<file path="src/rtl/multicycle_ctrl_fsm.sv">
// Multi-cycle MIPS32 control sequencer: walks the shared datapath through
// FETCH/DECODE/EXECUTE/MEM/WB with memory wait states via mem_ready.
module multicycle_ctrl_fsm #(
  parameter int          STATE_W = 4,
  parameter logic [5:0]  OP_ADDI = 6'h08,
  parameter logic [5:0]  OP_J    = 6'h02
) (
  input  logic               clk,
  input  logic               rst,
  input  logic [5:0]         opcode,
  input  logic               mem_ready,
  output logic               pc_write,
  output logic               pc_write_cond,
  output logic               i_or_d,
  output logic               mem_read,
  output logic               mem_write,
  output logic               ir_write,
  output logic               mem_to_reg,
  output logic               reg_dst,
  output logic               reg_write,
  output logic               alu_src_a,
  output logic [1:0]         alu_src_b,
  output logic [1:0]         alu_op,
  output logic [1:0]         pc_source,
  output logic               illegal_op,
  output logic               instr_done,
  output logic [STATE_W-1:0] state_dbg
);

  localparam logic [5:0] OP_R   = 6'h00;
  localparam logic [5:0] OP_BEQ = 6'h04;
  localparam logic [5:0] OP_LW  = 6'h23;
  localparam logic [5:0] OP_SW  = 6'h2B;

  typedef enum logic [STATE_W-1:0] {
    S_RST    = STATE_W'(0),
    S_FETCH  = STATE_W'(1),
    S_DECODE = STATE_W'(2),
    S_MADDR  = STATE_W'(3),
    S_MREAD  = STATE_W'(4),
    S_MWB    = STATE_W'(5),
    S_MWRITE = STATE_W'(6),
    S_REXEC  = STATE_W'(7),
    S_RWB    = STATE_W'(8),
    S_BEQ    = STATE_W'(9),
    S_JMP    = STATE_W'(10),
    S_IEXEC  = STATE_W'(11),
    S_IWB    = STATE_W'(12)
  } state_t;

  state_t state;
  logic   op_legal;

  assign op_legal = (opcode == OP_LW) || (opcode == OP_SW) || (opcode == OP_R) ||
                    (opcode == OP_BEQ) || (opcode == OP_ADDI) || (opcode == OP_J);

  always_ff @(posedge clk) begin
    if (rst) begin
      state <= S_RST;
    end else begin
      case (state)
        S_RST:    state <= S_FETCH;
        S_FETCH:  if (mem_ready) state <= S_DECODE;
        S_DECODE: begin
          if (opcode == OP_LW || opcode == OP_SW) state <= S_MADDR;
          else if (opcode == OP_R)                state <= S_REXEC;
          else if (opcode == OP_BEQ)              state <= S_BEQ;
          else if (opcode == OP_ADDI)             state <= S_IEXEC;
          else if (opcode == OP_J)                state <= S_JMP;
          else                                    state <= S_FETCH;
        end
        S_MADDR:  state <= (opcode == OP_SW) ? S_MWRITE : S_MREAD;
        S_MREAD:  if (mem_ready) state <= S_MWB;
        S_MWB:    state <= S_FETCH;
        S_MWRITE: if (mem_ready) state <= S_FETCH;
        S_REXEC:  state <= S_RWB;
        S_RWB:    state <= S_FETCH;
        S_BEQ:    state <= S_FETCH;
        S_JMP:    state <= S_FETCH;
        S_IEXEC:  state <= S_IWB;
        S_IWB:    state <= S_FETCH;
        default:  state <= S_RST;
      endcase
    end
  end

  // Control word is a pure decode of the state register; only the memory
  // handshake (and opcode legality in DECODE) feeds through combinationally.
  always_comb begin
    pc_write      = 1'b0;
    pc_write_cond = 1'b0;
    i_or_d        = 1'b0;
    mem_read      = 1'b0;
    mem_write     = 1'b0;
    ir_write      = 1'b0;
    mem_to_reg    = 1'b0;
    reg_dst       = 1'b0;
    reg_write     = 1'b0;
    alu_src_a     = 1'b0;
    alu_src_b     = 2'b00;
    alu_op        = 2'b00;
    pc_source     = 2'b00;
    illegal_op    = 1'b0;
    instr_done    = 1'b0;
    case (state)
      S_FETCH: begin
        mem_read  = 1'b1;
        alu_src_b = 2'b01;
        ir_write  = mem_ready;
        pc_write  = mem_ready;
      end
      S_DECODE: begin
        alu_src_b  = 2'b11;
        illegal_op = ~op_legal;
      end
      S_MADDR: begin
        alu_src_a = 1'b1;
        alu_src_b = 2'b10;
      end
      S_MREAD: begin
        mem_read = 1'b1;
        i_or_d   = 1'b1;
      end
      S_MWB: begin
        reg_write  = 1'b1;
        mem_to_reg = 1'b1;
        instr_done = 1'b1;
      end
      S_MWRITE: begin
        mem_write  = 1'b1;
        i_or_d     = 1'b1;
        instr_done = mem_ready;
      end
      S_REXEC: begin
        alu_src_a = 1'b1;
        alu_op    = 2'b10;
      end
      S_RWB: begin
        reg_write  = 1'b1;
        reg_dst    = 1'b1;
        instr_done = 1'b1;
      end
      S_BEQ: begin
        alu_src_a     = 1'b1;
        alu_op        = 2'b01;
        pc_write_cond = 1'b1;
        pc_source     = 2'b01;
        instr_done    = 1'b1;
      end
      S_JMP: begin
        pc_write   = 1'b1;
        pc_source  = 2'b10;
        instr_done = 1'b1;
      end
      S_IEXEC: begin
        alu_src_a = 1'b1;
        alu_src_b = 2'b10;
      end
      S_IWB: begin
        reg_write  = 1'b1;
        instr_done = 1'b1;
      end
      default: ;
    endcase
  end

  assign state_dbg = state;

endmodule

</file>
<file path="config.mk">
export PLATFORM = sky130hd
export DESIGN_NAME = multicycle_ctrl_fsm
export DESIGN_NICKNAME = d
export VERILOG_FILES = /design/src/rtl/multicycle_ctrl_fsm.sv
export SDC_FILE = /design/constraint.sdc
export NUM_CORES = 1
export LEC_CHECK = 0
export CAP_MARGIN = 10
export CORE_AREA = 5 5 44 46
export CTS_CLUSTER_DIAMETER = 80
export CTS_CLUSTER_SIZE = 28
export DETAILED_ROUTE_END_ITERATION = 6
export DIE_AREA = 0 0 49 51
export PLACE_DENSITY = 0.84
export SLEW_MARGIN = 20
export SYNTH_ARGS = -nofsm -noshare
export SYNTH_HDL_FRONTEND = slang
export SYNTH_SLANG_ARGS = --single-unit
</file>
<file path="constraint.sdc">
create_clock -name clk -period 1.8 [get_ports clk]
set_clock_uncertainty 0.2 [all_clocks]
set_input_delay 0.36 -clock clk [delete_from_list [all_inputs] [get_ports clk]]
set_output_delay 0.36 -clock clk [all_outputs]
set_load 0.03 [all_outputs]
</file>
==> results of run 1 <==
## synthesized netlist by cell type (2+ instances only)
cell type / number
nor2_1: 15
or2_2: 2
inv_1: 2
o22ai_1: 2
buf_2: 3
nor4_1: 2
a21oi_1: 4
a31oi_1: 2
nand3_1: 3
o211ai_1: 2
nand2b_1: 6
dfxtp_1: 4
o21ai_0: 4
nor3_1: 5
buf_4: 2
nand2_1: 5
## timing repair
item / 4_1_cts
cloned: 1
buffers inserted: 16
pin swaps: 19
setup endpoints to repair: 21
resized for setup: 77
## cell families after synthesis
group / count (synthesis) / synth area share (%)
XOR/XNOR: 2 / 3.415
AO/OA/AOI/OAI: 20 / 25.37
AND/OR/NAND/NOR: 46 / 47.56
buffers and inverters: 8 / 8.047
flip-flops: 4 / 15.61
## metrics by stage
| stage | area, µm² | hold slack, ns |
|---|---|---|
| after floorplan | 618.1 | 0.2194 |
| after global placement | 996.0 | 0.4804 |
| after detailed placement | 996.0 | 0.4839 |
| after CTS | 1305 | 0.4588 |
==> impl_metrics.env, run 1 <==
export IMPL_synth_top_area_cell="dfxtp_1"
export IMPL_yosys_area_top_type_share_pct=15.61
export IMPL_holdBufCountCts=0
export IMPL_synth_edf_count=0
export IMPL_synthArstFlopShare_pct=0
export IMPL_io_pins=31
export IMPL_cts_htree_levels=1
export IMPL_stop_stage="global routing (5_1_grt)"
export IMPL_chipWidth_um=49
export IMPL_cts_buffer_depth=2
export IMPL_ys_warn_count=0
export IMPL_yosys_top_cells_area="dfxtp_1 (16%), nor2_1 (11%), nand2b_1 (7.3%)"
export IMPL_start_util_pct=34.86
export IMPL_gp_congestion=0.7245
export IMPL_synth_cells=80
export IMPL_grt_max_degree=17
export IMPL_worst_path_end_type="primary output"
export IMPL_dpl_cell_count=139
export IMPL_status="stopped before the end"
export IMPL_port_buffers=30
export IMPL_crit_endpoint="instr_done"
export IMPL_ys_types=33
export IMPL_synth_seq_cells=4
export IMPL_ys_seq_area_share_pct=15.61
export IMPL_error_line="[ERROR DPL-0038] Utilization greater than 100%, impossible to legalize"
export IMPL_clock_sinks=4
export IMPL_root_buffer="clkbuf_4"
export IMPL_hpwl_um=1628
export IMPL_syn_area_per_cell_um2=6.412
export IMPL_num_rows=14
export IMPL_synth_ff_type="dfxtp_1"
export IMPL_cts_buffers=3
export IMPL_dp_slack_ns=-1.005
export IMPL_die_h_um=51
export IMPL_synth_fp_nets=89
export IMPL_syn_area_um2=513.0
==> run 2: changes to the inputs <==
--- a/config.mk
+++ b/config.mk
@@ -6,12 +6,10 @@
 export NUM_CORES = 1
 export LEC_CHECK = 0
 export CAP_MARGIN = 10
-export CORE_AREA = 5 5 44 46
-export CTS_CLUSTER_DIAMETER = 80
-export CTS_CLUSTER_SIZE = 28
+export CORE_AREA = 5 5 66 68
 export DETAILED_ROUTE_END_ITERATION = 6
-export DIE_AREA = 0 0 49 51
-export PLACE_DENSITY = 0.84
+export DIE_AREA = 0 0 71 73
+export PLACE_DENSITY_LB_ADDON = 0.15
 export SLEW_MARGIN = 20
 export SYNTH_ARGS = -nofsm -noshare
 export SYNTH_HDL_FRONTEND = slang
==> impl_metrics.env, run 2 <==
export IMPL_antenna_found_initial=0
export IMPL_final_max_slew_viol_count=0
export IMPL_yosys_top_cells_count="nor2_1 (15), nand2b_1 (6), nand2_1 (5), nor3_1 (5)"
export IMPL_r2r_setup_slack_ns=0.09
export IMPL_synth_most_common_cell="nor2_1"
export IMPL_hold_viol=0
export IMPL_synth_top_area_cell="dfxtp_1"
export IMPL_setup_slack_ns=-0.1294
export IMPL_finalCriticalPeriod_ns=1.929
export IMPL_cts_htree_levels=1
export IMPL_worstRegToRegCells=5
export IMPL_synth_edf_count=0
export IMPL_antenna_left=0
export IMPL_grt_max_degree=17
export IMPL_holdBufCountCts=0
export IMPL_final_common_cell="buf_4"
export IMPL_gp_congestion=0.7709
export IMPL_die_h_um=73
export IMPL_yosys_top_cells_area="dfxtp_1 (16%), nor2_1 (11%), nand2b_1 (7.3%)"
export IMPL_drive_gt1_share_pct=70.80
export IMPL_clk_pin_slew_ns=0.03
export IMPL_dp_slack_ns=-1.003
export IMPL_final_net_count=147
export IMPL_largest_register_ffs=4
export IMPL_synth_ff_type="dfxtp_1"
export IMPL_hp_start="opcode[3]"
export IMPL_first_global_vias=777
export IMPL_die_area_mm2=0.005183
export IMPL_post_drt_via_cell_ratio=4.257
export IMPL_wirelength_um=2215
export IMPL_min_period_over_period_pct=107.2
export IMPL_synth_seq_cells=4
export IMPL_clock_sinks=4
export IMPL_first_iter_violations=22
export IMPL_port_buffers=30
export IMPL_core_mm2=0.003799
export IMPL_ys_seq_area_share_pct=15.61
export IMPL_synth_fp_nets=89
export IMPL_syn_area_per_cell_um2=6.412
export IMPL_hpwl_um=1652
export IMPL_peakVddDrop_v=0.0001403
export IMPL_synth_cells=80
export IMPL_clk_latency_ns=0.22
export IMPL_ys_types=33
export IMPL_setup_violations=10
export IMPL_dr_total_vias=796
export IMPL_cellPowerDensity_mw_per_mm2=420.4
export IMPL_drc=0
export IMPL_worst_pin_slew_ns=0.2589
export IMPL_track_usage_pct=8.443
export IMPL_cts_buffers=3
export IMPL_end_kind="output port"
export IMPL_hold_depth=4
export IMPL_syn2layout_area_growth_pct=171.2
export IMPL_status="finished with violations"
export IMPL_cts_tree="built"
export IMPL_rsz0062_at_grt="yes"
export IMPL_hold_path_endpoint="state_dbg[0]$_SDFFE_PP0P_"
export IMPL_synthArstFlopShare_pct=0
export IMPL_post_route_util_pct=36.63
export IMPL_r2r_end="state_dbg[0]$_SDFFE_PP0P_"
export IMPL_syn_area_um2=513.0
export IMPL_drv_cap=0
export IMPL_p_leak_nw=0.5573
export IMPL_final_cell_mix="buf_4 (28), buf_6 (17), nor2_1 (6), nand2b_4 (5), nor2_4 (5)"
export IMPL_required_ns=1.24
export IMPL_violations="negative setup slack"
export IMPL_root_buffer="clkbuf_8"
export IMPL_arrival_ns=1.37
export IMPL_min_path_type="input pin to flip-flop"
export IMPL_grt_overflow=0
export IMPL_avgRoutedWirePerCell_um=11.84
export IMPL_fmaxAchievable_ghz=0.5183
export IMPL_crit_type="flip-flop to output port"
export IMPL_cts_buffer_depth=2
export IMPL_cp_start_kind="flip-flop"
export IMPL_chipWidth_um=71
export IMPL_yosys_area_top_type_share_pct=15.61
export IMPL_worstReg2RegStart="state_dbg[3]$_SDFFE_PP0P_"
export IMPL_firstDrtPassIters=4
export IMPL_relSlewSlack_pct=82.61
export IMPL_diodes=0
export IMPL_num_rows=23
export IMPL_start_util_pct=13.50
export IMPL_grt_first_pass_wirelength_um=3525
export IMPL_io_pins=31
export IMPL_cp_max_fo=4
export IMPL_ys_warn_count=0
[run 2: cell counts after synthesis]
Identical to the previous run, type by type.
[run 2: per-stage QoR]
| step | cell area, µm² | hold WS [ns] | cells | total power (W) | setup TNS (ns) |
|---|---|---|---|---|---|
| detailed placement | 1051 | 0.5064 | 175 | 0.0003185 | -3.078 |
| global route | 1391 | 0.4842 | 187 | 0.0006160 | -1.047 |
| CTS | 1306 | 0.4581 | 184 | 0.0005728 | -0.7293 |
| finish | 1391 | 0.4545 | 187 | 0.0005849 | -0.4960 |
| floorplan | 618.1 | 0.2194 | 80 | 0.0002211 | -0.1813 |
| global placement | 1051 | 0.4972 | 175 | 0.0003179 | -3.103 |
[run 2: area by class of cell]
cell class                      instances  area, µm²
Clock buffer                            4      45.04
Multi-Input combinational cell         68      596.8
Fill cell                             414       2407
Inverter                                2      7.507
Timing Repair Buffer                   59      586.8
Sequential cell                         4      92.59
Tap cell                               50      62.56
[run 2: cells by family (layout without fill, tap and decap cells)]
family | Yosys count | after routing | synth area share (%)
XOR/XNOR | 2 | 2 | 3.415
AO/OA/AOI/OAI | 20 | 20 | 25.37
flip-flops | 4 | 4 | 15.61
AND/OR/NAND/NOR | 46 | 46 | 47.56
buffers and inverters | 8 | 65 | 8.047
[run 2: layer usage]
metal	part of all wire, %	GRT usage [%]	routed length, µm	vias up
met3	6.5	1.928	143	3
met1	37	8.614	824	361
li1	-	-	-	403
met2	55	16.27	1216	29
met4	1.4	3.758	30	0
met5	0	0	0	-
[run 2: power breakdown]
| group | switching (W) | internal [W] | leakage [nW] | total (W) |
|---|---|---|---|---|
| Combinational | 0.000142 | 0.000139 | 0.499 | 0.000282 |
| Sequential | 0.00000577 | 0.0000923 | 0.0352 | 0.0000980 |
| Clock | 0.0000535 | 0.000152 | 0.0228 | 0.000205 |
[run 2: worst max-delay path by stage]
stage	startpoint	end	slack (ns)	depth (start not counted)
global route	state_dbg[1]$_SDFFE_PP0P_	instr_done	-0.16	5
floorplan	state_dbg[1]$_SDFFE_PP0P_	pc_write	-0.09	3
global placement	opcode[0]	illegal_op	-0.99	6
detailed placement	opcode[0]	illegal_op	-1.00	6
finish	state_dbg[1]$_SDFFE_PP0P_	instr_done	-0.13	5
CTS	opcode[3]	illegal_op	-0.19	6
[run 2: worst max-delay path, stage by stage (launching register included)]
cell and delay, ns:
dfxtp_4 0.35, buf_12 0.12, buf_12 0.12, or2_4 0.25, a31oi_4 0.16, buf_6 0.15
[run 2: what timing repair did]
item                                    in CTS  in global routing
setup buffers                                4                  3
endpoints found under the setup margin      18                 17
gates resized for setup                     61                 23
gates cloned                                 1                  0
pin swaps                                   10                  9
No activity file was read; power rests on OpenSTA's default activity.
